==> config.mk <==
export PLATFORM = sky130hd
export DESIGN_NAME = nanorv32_tcm_shared_arb
export DESIGN_NICKNAME = d
export VERILOG_FILES = /design/src/rtl/nanorv32_tcm_shared_arb.sv
export SDC_FILE = /design/constraint.sdc
export NUM_CORES = 1
export LEC_CHECK = 0
export ABC_CLOCK_PERIOD_IN_PS = 2550
export CAP_MARGIN = 20
export CORE_AREA = 3 3 83 85
export CTS_CLUSTER_DIAMETER = 30
export DETAILED_ROUTE_END_ITERATION = 8
export DIE_AREA = 0 0 86 88
export HOLD_SLACK_MARGIN = 0.05
export PLACE_DENSITY = 0.78
export SKIP_CTS_REPAIR_TIMING = 1
export SLEW_MARGIN = 5
export SYNTH_ARGS = -nofsm -noshare
export SYNTH_HDL_FRONTEND = slang
export SYNTH_SLANG_ARGS = --single-unit
==> constraint.sdc <==
create_clock -name clk -period 2.55 [get_ports clk]
set_input_delay 0.3825 -clock clk [delete_from_list [all_inputs] [get_ports clk]]
set_output_delay 0.3825 -clock clk [all_outputs]
set_load 0.05 [all_outputs]
==> src/rtl/nanorv32_tcm_shared_arb.sv <==
// Arbiter sharing one TCM controller port between the nanorv32 code (M0) and data (M1) masters.
// Data has fixed priority; a starvation counter forces a code grant; grants stay locked through wait states.
module nanorv32_tcm_shared_arb #(
  parameter int unsigned AW         = 13,
  parameter int unsigned STARVE_MAX = 4
) (
  input  logic          clk,
  input  logic          rst,
  input  logic          m0_req,
  input  logic [AW-1:0] m0_addr,
  output logic [31:0]   m0_rdata,
  output logic          m0_early_ready,
  input  logic          m1_req,
  input  logic [AW-1:0] m1_addr,
  input  logic [31:0]   m1_wdata,
  input  logic [3:0]    m1_bytesel,
  output logic [31:0]   m1_rdata,
  output logic          m1_early_ready,
  output logic          tcm_en,
  output logic [AW-1:0] tcm_addr,
  output logic [31:0]   tcm_din,
  output logic [3:0]    tcm_bytesel,
  input  logic [31:0]   tcm_dout,
  input  logic          tcm_ready_nxt
);

  localparam logic [3:0] STARVE_LIM = 4'(STARVE_MAX);

  typedef enum logic {IDLE, WAIT} state_t;
  typedef enum logic [1:0] {OWN_NONE, OWN_M0, OWN_M1} owner_t;

  state_t     state, state_nxt;
  owner_t     owner, owner_nxt;
  owner_t     rd_owner, rd_owner_nxt;
  owner_t     gnt;
  logic [3:0] starve_cnt, starve_nxt;

  always_ff @(posedge clk) begin
    if (rst) begin
      state      <= IDLE;
      owner      <= OWN_NONE;
      rd_owner   <= OWN_NONE;
      starve_cnt <= 4'd0;
    end else begin
      state      <= state_nxt;
      owner      <= owner_nxt;
      rd_owner   <= rd_owner_nxt;
      starve_cnt <= starve_nxt;
    end
  end

  // Grant selection, TCM port steering and acceptance bookkeeping
  always_comb begin
    state_nxt      = state;
    owner_nxt      = owner;
    rd_owner_nxt   = OWN_NONE;
    starve_nxt     = starve_cnt;
    gnt            = OWN_NONE;
    tcm_en         = 1'b0;
    tcm_addr       = '0;
    tcm_din        = 32'd0;
    tcm_bytesel    = 4'd0;
    m0_early_ready = 1'b0;
    m1_early_ready = 1'b0;

    case (state)
      IDLE: begin
        if (m0_req && (!m1_req || starve_cnt == STARVE_LIM)) gnt = OWN_M0;
        else if (m1_req)                                      gnt = OWN_M1;
      end
      WAIT:    gnt = owner;
      default: gnt = OWN_NONE;
    endcase

    if (gnt == OWN_M0) begin
      tcm_en   = 1'b1;
      tcm_addr = m0_addr;
    end else if (gnt == OWN_M1) begin
      tcm_en      = 1'b1;
      tcm_addr    = m1_addr;
      tcm_din     = m1_wdata;
      tcm_bytesel = m1_bytesel;
    end

    if (gnt != OWN_NONE) begin
      if (tcm_ready_nxt) begin
        m0_early_ready = (gnt == OWN_M0);
        m1_early_ready = (gnt == OWN_M1);
        rd_owner_nxt   = gnt;
        state_nxt      = IDLE;
        owner_nxt      = OWN_NONE;
        // Count data wins only while code is actually waiting
        if (gnt == OWN_M0)                starve_nxt = 4'd0;
        else if (!m0_req)                 starve_nxt = 4'd0;
        else if (starve_cnt >= STARVE_LIM) starve_nxt = STARVE_LIM;
        else                              starve_nxt = starve_cnt + 4'd1;
      end else begin
        state_nxt = WAIT;
        owner_nxt = gnt;
      end
    end

    // A reset cycle presents nothing and acknowledges nothing
    if (rst) begin
      tcm_en         = 1'b0;
      tcm_addr       = '0;
      tcm_din        = 32'd0;
      tcm_bytesel    = 4'd0;
      m0_early_ready = 1'b0;
      m1_early_ready = 1'b0;
    end
  end

  assign m0_rdata = (!rst && rd_owner == OWN_M0) ? tcm_dout : 32'd0;
  assign m1_rdata = (!rst && rd_owner == OWN_M1) ? tcm_dout : 32'd0;

endmodule

### Word-level counts from Yosys, hierarchy flattened

Index checks and enable logic that the tools add are counted.

| storage, ports and cells | value |
|---|---|
| output and inout bits | 116 |
| bits of input ports | 99 |
| register bits | 9 |

| cells by class | value |
|---|---|
| eq/ne operators | 5 |
| add/subtract/negate cells | 1 |
| magnitude comparators | 1 |
| bitwise operators | 3 |
| reductions and logical operators | 9 |
| muxes and demuxes | 28 |

Operators by type and width:

| kind | count |
|---|---|
| $mux W32 | 5 |
| $mux W13 | 3 |
| $mux W4 | 6 |
| $mux W1 | 10 |
| $mux W2 | 3 |
| $add A4 B1 Y4 const B | 1 |
| $eq A2 B1 Y1 const B | 2 |
| $eq A2 B2 Y1 const B | 2 |
| $eq A4 B3 Y1 const B | 1 |
| $ge A4 B3 Y1 const B | 1 |
| $pmux W2 S2 | 1 |
| $logic_and A1 B1 Y1 | 3 |
| $not A1 Y1 | 3 |
| $reduce_or A3 Y1 | 1 |
| $logic_not A1 Y1 | 2 |
| $reduce_and A2 Y1 | 1 |
| $reduce_bool A2 Y1 | 1 |
| $logic_or A1 B1 Y1 | 1 |

### Logic depth before layout (Yosys ltp)

| logic depth | value |
|---|---|
| depth after elaboration | 9 |
| mapped depth | 10 |
| mapped depth without buffers | 9 |

### Worst setup path before layout

Ideal clock, no wire load.

| path | value |
|---|---|
| kind | register -> output |
| start | register starve_cnt[0] |
| end | output port tcm_din[21] |
| stages on the path, launching flop included | 11 |
| path buffers | 2 |
| path slack | -77 ps |
| required time | 2168 ps |
| arrival | 2244 ps |
| cell sequence | dfxtp_1 -> inv_1 -> ha_1 -> nand3b_1 -> a21oi_1 -> or2_2 -> ha_1 -> nor3b_2 -> buf_4 -> buf_6 -> and2_1 |

| between the ends | value |
|---|---|
| cells in the longest elaborated chain, start to end | 9 |

RTL lines:

| item | line | RTL |
|---|---|---|
| from (decl) | 36 | `logic [3:0] starve_cnt, starve_nxt;` |
| from (signal assigned) | 48 | `starve_cnt <= starve_nxt;` |
| $eq A4 B3 Y1 (*) | 68 | `if (m0_req && (!m1_req \|\| starve_cnt == STARVE_LIM)) gnt = OWN_M0;` |
| $logic_or A1 B1 Y1 (*) | 68 |  |
| $logic_and A1 B1 Y1 (*) | 68 |  |
| $mux W2 (*) | 68 |  |
| $pmux W2 S2 (*) | 66 | `case (state)` |
| net gnt[0] | 35 | `owner_t gnt;` |
| $eq A2 B2 Y1 | 78 | `end else if (gnt == OWN_M1) begin` |
| $mux W32 | 78 |  |
| $mux W32 (*) | 75 | `if (gnt == OWN_M0) begin` |
| $mux W32 (*) | 104 | `if (rst) begin` |
| to (decl) | 21 | `output logic [31:0] tcm_din,` |

Mark *: on every way through the listed nets, which the timed path passes. The rest lies on a longest branch.

### Worst setup path after layout

| path | value |
|---|---|
| start | register starve_cnt[0] |
| end | output port tcm_bytesel[2] |

| between the ends | value |
|---|---|
| cells in the longest elaborated chain, start to end | 9 |

RTL lines:

| item | line | RTL |
|---|---|---|
| $eq A4 B3 Y1 (*) | 68 |  |
| $logic_or A1 B1 Y1 (*) | 68 |  |
| $logic_and A1 B1 Y1 (*) | 68 |  |
| $mux W2 (*) | 68 |  |
| $pmux W2 S2 (*) | 66 |  |
| $eq A2 B2 Y1 | 78 |  |
| $mux W4 | 78 |  |
| $mux W4 (*) | 75 |  |
| $mux W4 (*) | 104 |  |
| to (decl) | 22 | `output logic [3:0] tcm_bytesel,` |

Every way passes the cells marked *; elsewhere a longest branch is shown, timed or not.

==> flow_summary_export.csv <==
group,metric,value,unit
outcome,outcome,"complete, but fails checks",
outcome,violations,"setup timing",
finish,fin_cells,490,
die,die-height,88,um
placement,gp_congestion,0.820,
die,core,6280,sq um
die,rows,29,
critical_path,critPathLaunchType,"flip-flop",
sta,fin_skew,0.00146,ns
sta,min_period_over_period,1.10,
pwr,power.density,215,nW/um^2
clock_tree,cts_buffer_depth,2,
synthesis,ys_seq_area_frac,0.134,
worst_hold_path,whs_endpoint,"owner[1]",
sta,setup_violations,49,
global_routing,overflow,0,
worst_hold_path,hold_path_class,"reg -> reg",
global_routing,grt_usage,0.181,
placement,dp.cells,476,
sta,layout_setup_ws,-0.259,ns
drt,wl_per_cell,17.5,um
sta,drv_slew,0,
global_routing,antenna_found_initial,0,
drt,dr.pass1.iters,4,
global_routing,grt_max_degree,50,
synthesis,yosysTopAreaCell,"and2_1",
synthesis,synth_nets,290,
sta,fin_crit,2.81,ns
pwr,internal-power,0.682,mW
sta,hold_viol_final,0,
placement,place_ws,-0.559,ns
synthesis,synth_area_per_cell,7.20,sq um
finish,fill_cells,343,
critical_path,rr_startpoint,"starve_cnt[0]",
sta,fmax,356,MHz
worst_hold_path,hold-path-cell-count,2,
synthesis,synthTopCellsByArea,"and2_1, dfxtp_1, a22o_1, ha_1, nor2b_1",
placement,io_buffers,214,
critical_path,rr_endpoint,"starve_cnt[0]",
synthesis,netlist-cell-type-count,28,
clock_tree,clkTransAtPathRegs,0.05,ns
drt,drtIter0Drc,29,
clock_tree,clockRootBuffer,"clkbuf_8",
finish,final_layout_size_suffix_gt1_frac,0.465,
sta,slew_headroom,0.619,
die,die_area,7570,sq um
critical_path,path_class,"reg -> out",
drt,vias,2233,
synthesis,synth_seq_cells,9,
placement,dpl.hpwl,6.82,mm
synthesis,yosys.area.top_type_share,0.481,
finish,num_antenna_cells,0,
synthesis,ys_warn_count,0,
die,die_w,86,um
sta,worst_pin_slew,0.570,ns
critical_path,end_kind,"primary output",
pwr,swShare,0.376,
critical_path,arrival,2.43,ns
sta,rsz0062_at_grt,"true",
global_routing,grt_pass1_wl,10.9,mm
clock_tree,cts_tree,"done",
drt,drc,0,
finish,area_growth,280,%
finish,seq_area,183,sq um
finish,multi_input_area,1200,sq um
clock_tree,cts_made_buffers,3,
run,max-cap-violations,0,
critical_path,crit_required,2.17,ns
pwr,seq_power_share,0.139,
clock_tree,insertion_delay,0.23,ns
critical_path,cp_max_fo,6,
synthesis,syn-cell-area,1340,sq um
clock_tree,numClockSinks,9,
critical_path,ff2ff_path_depth,11,
pwr,pwr-share-clk,0.156,
pwr,combPwrFrac,0.705,
pwr,totalPowerFinal,1.09,mW
pwr,power.switching,0.412,mW
global_routing,grt_pass1_vias,2205,
synthesis,syn_inst,186,
pwr,p_leak,2.11,nW
drt,ant_nets,0,
critical_path,rrSetupSlack,0.39,ns
pwr,ir_drop,0.000316,V
worst_hold_path,hp-start,"owner[1]",
sta,setup_tns,-9.81,ns
die,io_pins,215,
drt,wl,8.57,mm
finish,final_nets,518,
die,start_util,0.213,
drt,routed_via_density,4.56,
clock_tree,htreeDepth,1,
[cells in the mapped netlist]
| master | n |
|---|---|
| a2111o_1 | 1 |
| a21oi_1 | 5 |
| a22o_1 | 13 |
| a22oi_1 | 1 |
| a32oi_1 | 1 |
| and2_1 | 103 |
| buf_2 | 3 |
| buf_4 | 1 |
| buf_6 | 1 |
| clkbuf_1 | 2 |
| clkbuf_2 | 6 |
| dfxtp_1 | 9 |
| ha_1 | 5 |
| inv_1 | 3 |
| nand2_1 | 1 |
| nand2b_1 | 2 |
| nand3_1 | 2 |
| nand3b_1 | 1 |
| nand4b_1 | 1 |
| nor2_1 | 5 |
| nor2b_1 | 7 |
| nor3_1 | 3 |
| nor3b_1 | 1 |
| nor3b_2 | 3 |
| nor4b_1 | 1 |
| o21a_1 | 1 |
| o21ai_0 | 2 |
| or2_2 | 2 |
[registers in the layout, indices dropped and copies added, names as in the netlist]
register    count
starve_cnt      4
rd_owner        2
state           1
owner           2
[kinds of logic after synthesis]
logic type      share of synthesized area
simple gates                        0.620
buf+inv                            0.0616
compound gates                      0.137
flops                               0.134
fa+ha+maj                          0.0467
[power groups by stage]
stage                     combinational, mW  sequential (mW)  clock [mW]
final                                 0.771            0.152       0.170
after detailed placement              0.712            0.153           0
after floorplan                       0.284            0.152           0
after global routing                  0.801            0.153       0.183
after global placement                0.702            0.153           0
after CTS                             0.715            0.151       0.166
[layer usage]
layer  up-vias  global-route usage  part of all wire
met1       989               0.171              0.34
met4         0              0.0619             0.033
met3        26              0.0743             0.098
li1       1064                   -                 -
met2       154               0.352              0.53
met5         -                   0                 0
[through the flow]
stage | util | instance area, sq um | hold WS [ns]
6_report | 0.811 | 5090 | 0.494
5_1_grt | 0.811 | 5090 | 0.537
4_1_cts | 0.776 | 4870 | 0.478
3_5_place_dp | 0.769 | 4830 | 0.470
3_3_place_gp | 0.769 | 4830 | 0.460
2_1_floorplan | - | 1380 | 0.449
[layout by cell type, fill, tap and decap left out, drive strengths merged]
master,synthesis,layout
buf,5,136
and2,103,103
clkdlybuf4s50,0,96
a22o,13,13
dfxtp,9,9
nor2b,7,7
clkbuf,8,6
a21oi,5,5
nor2,5,5
ha,5,5
nor3b,4,4
nor3,3,3
inv,3,3
nand2b,2,2
o21ai,2,2
nand3,2,2
dlymetal6s2s,0,2
or2,2,2
nand3b,1,1
nand4b,1,1
a22oi,1,1
a2111o,1,1
nor4b,1,1
a32oi,1,1
nand2,1,1
o21a,1,1
[worst max-delay path: stages (launching register included)]
cell and delay, ns:
dfxtp_2 0.33, inv_2 0.05, ha_4 0.15, nand3b_1 0.14, a21oi_2 0.09, buf_4 0.14, nor2_2 0.16, ha_1 0.21
nor3b_4 0.27, buf_6 0.18, clkbuf_16 0.15, and2_1 0.17, buf_12 0.15
[worst max-delay path by stage]
| stage | from | to | slack [ns] |
|---|---|---|---|
| 6_report | starve_cnt[0] | tcm_bytesel[2] | -0.26 |
| 3_3_place_gp | m0_req | tcm_addr[10] | -0.46 |
| 5_1_grt | starve_cnt[0] | tcm_din[10] | -0.35 |
| 3_5_place_dp | m0_req | tcm_addr[9] | -0.56 |
| 2_1_floorplan | starve_cnt[0] | tcm_addr[10] | 0.01 |
| 4_1_cts | m0_req | tcm_addr[9] | -0.56 |
[cell type report]
class	instances	area share
flip-flops and latches	9	0.0359
multi-input cells	161	0.236
repair buffers	236	0.698
clock buffers	4	0.00885
well taps	77	0.0189
inverters	3	0.00221
Note: power is estimated with default switching activity, not from simulation.
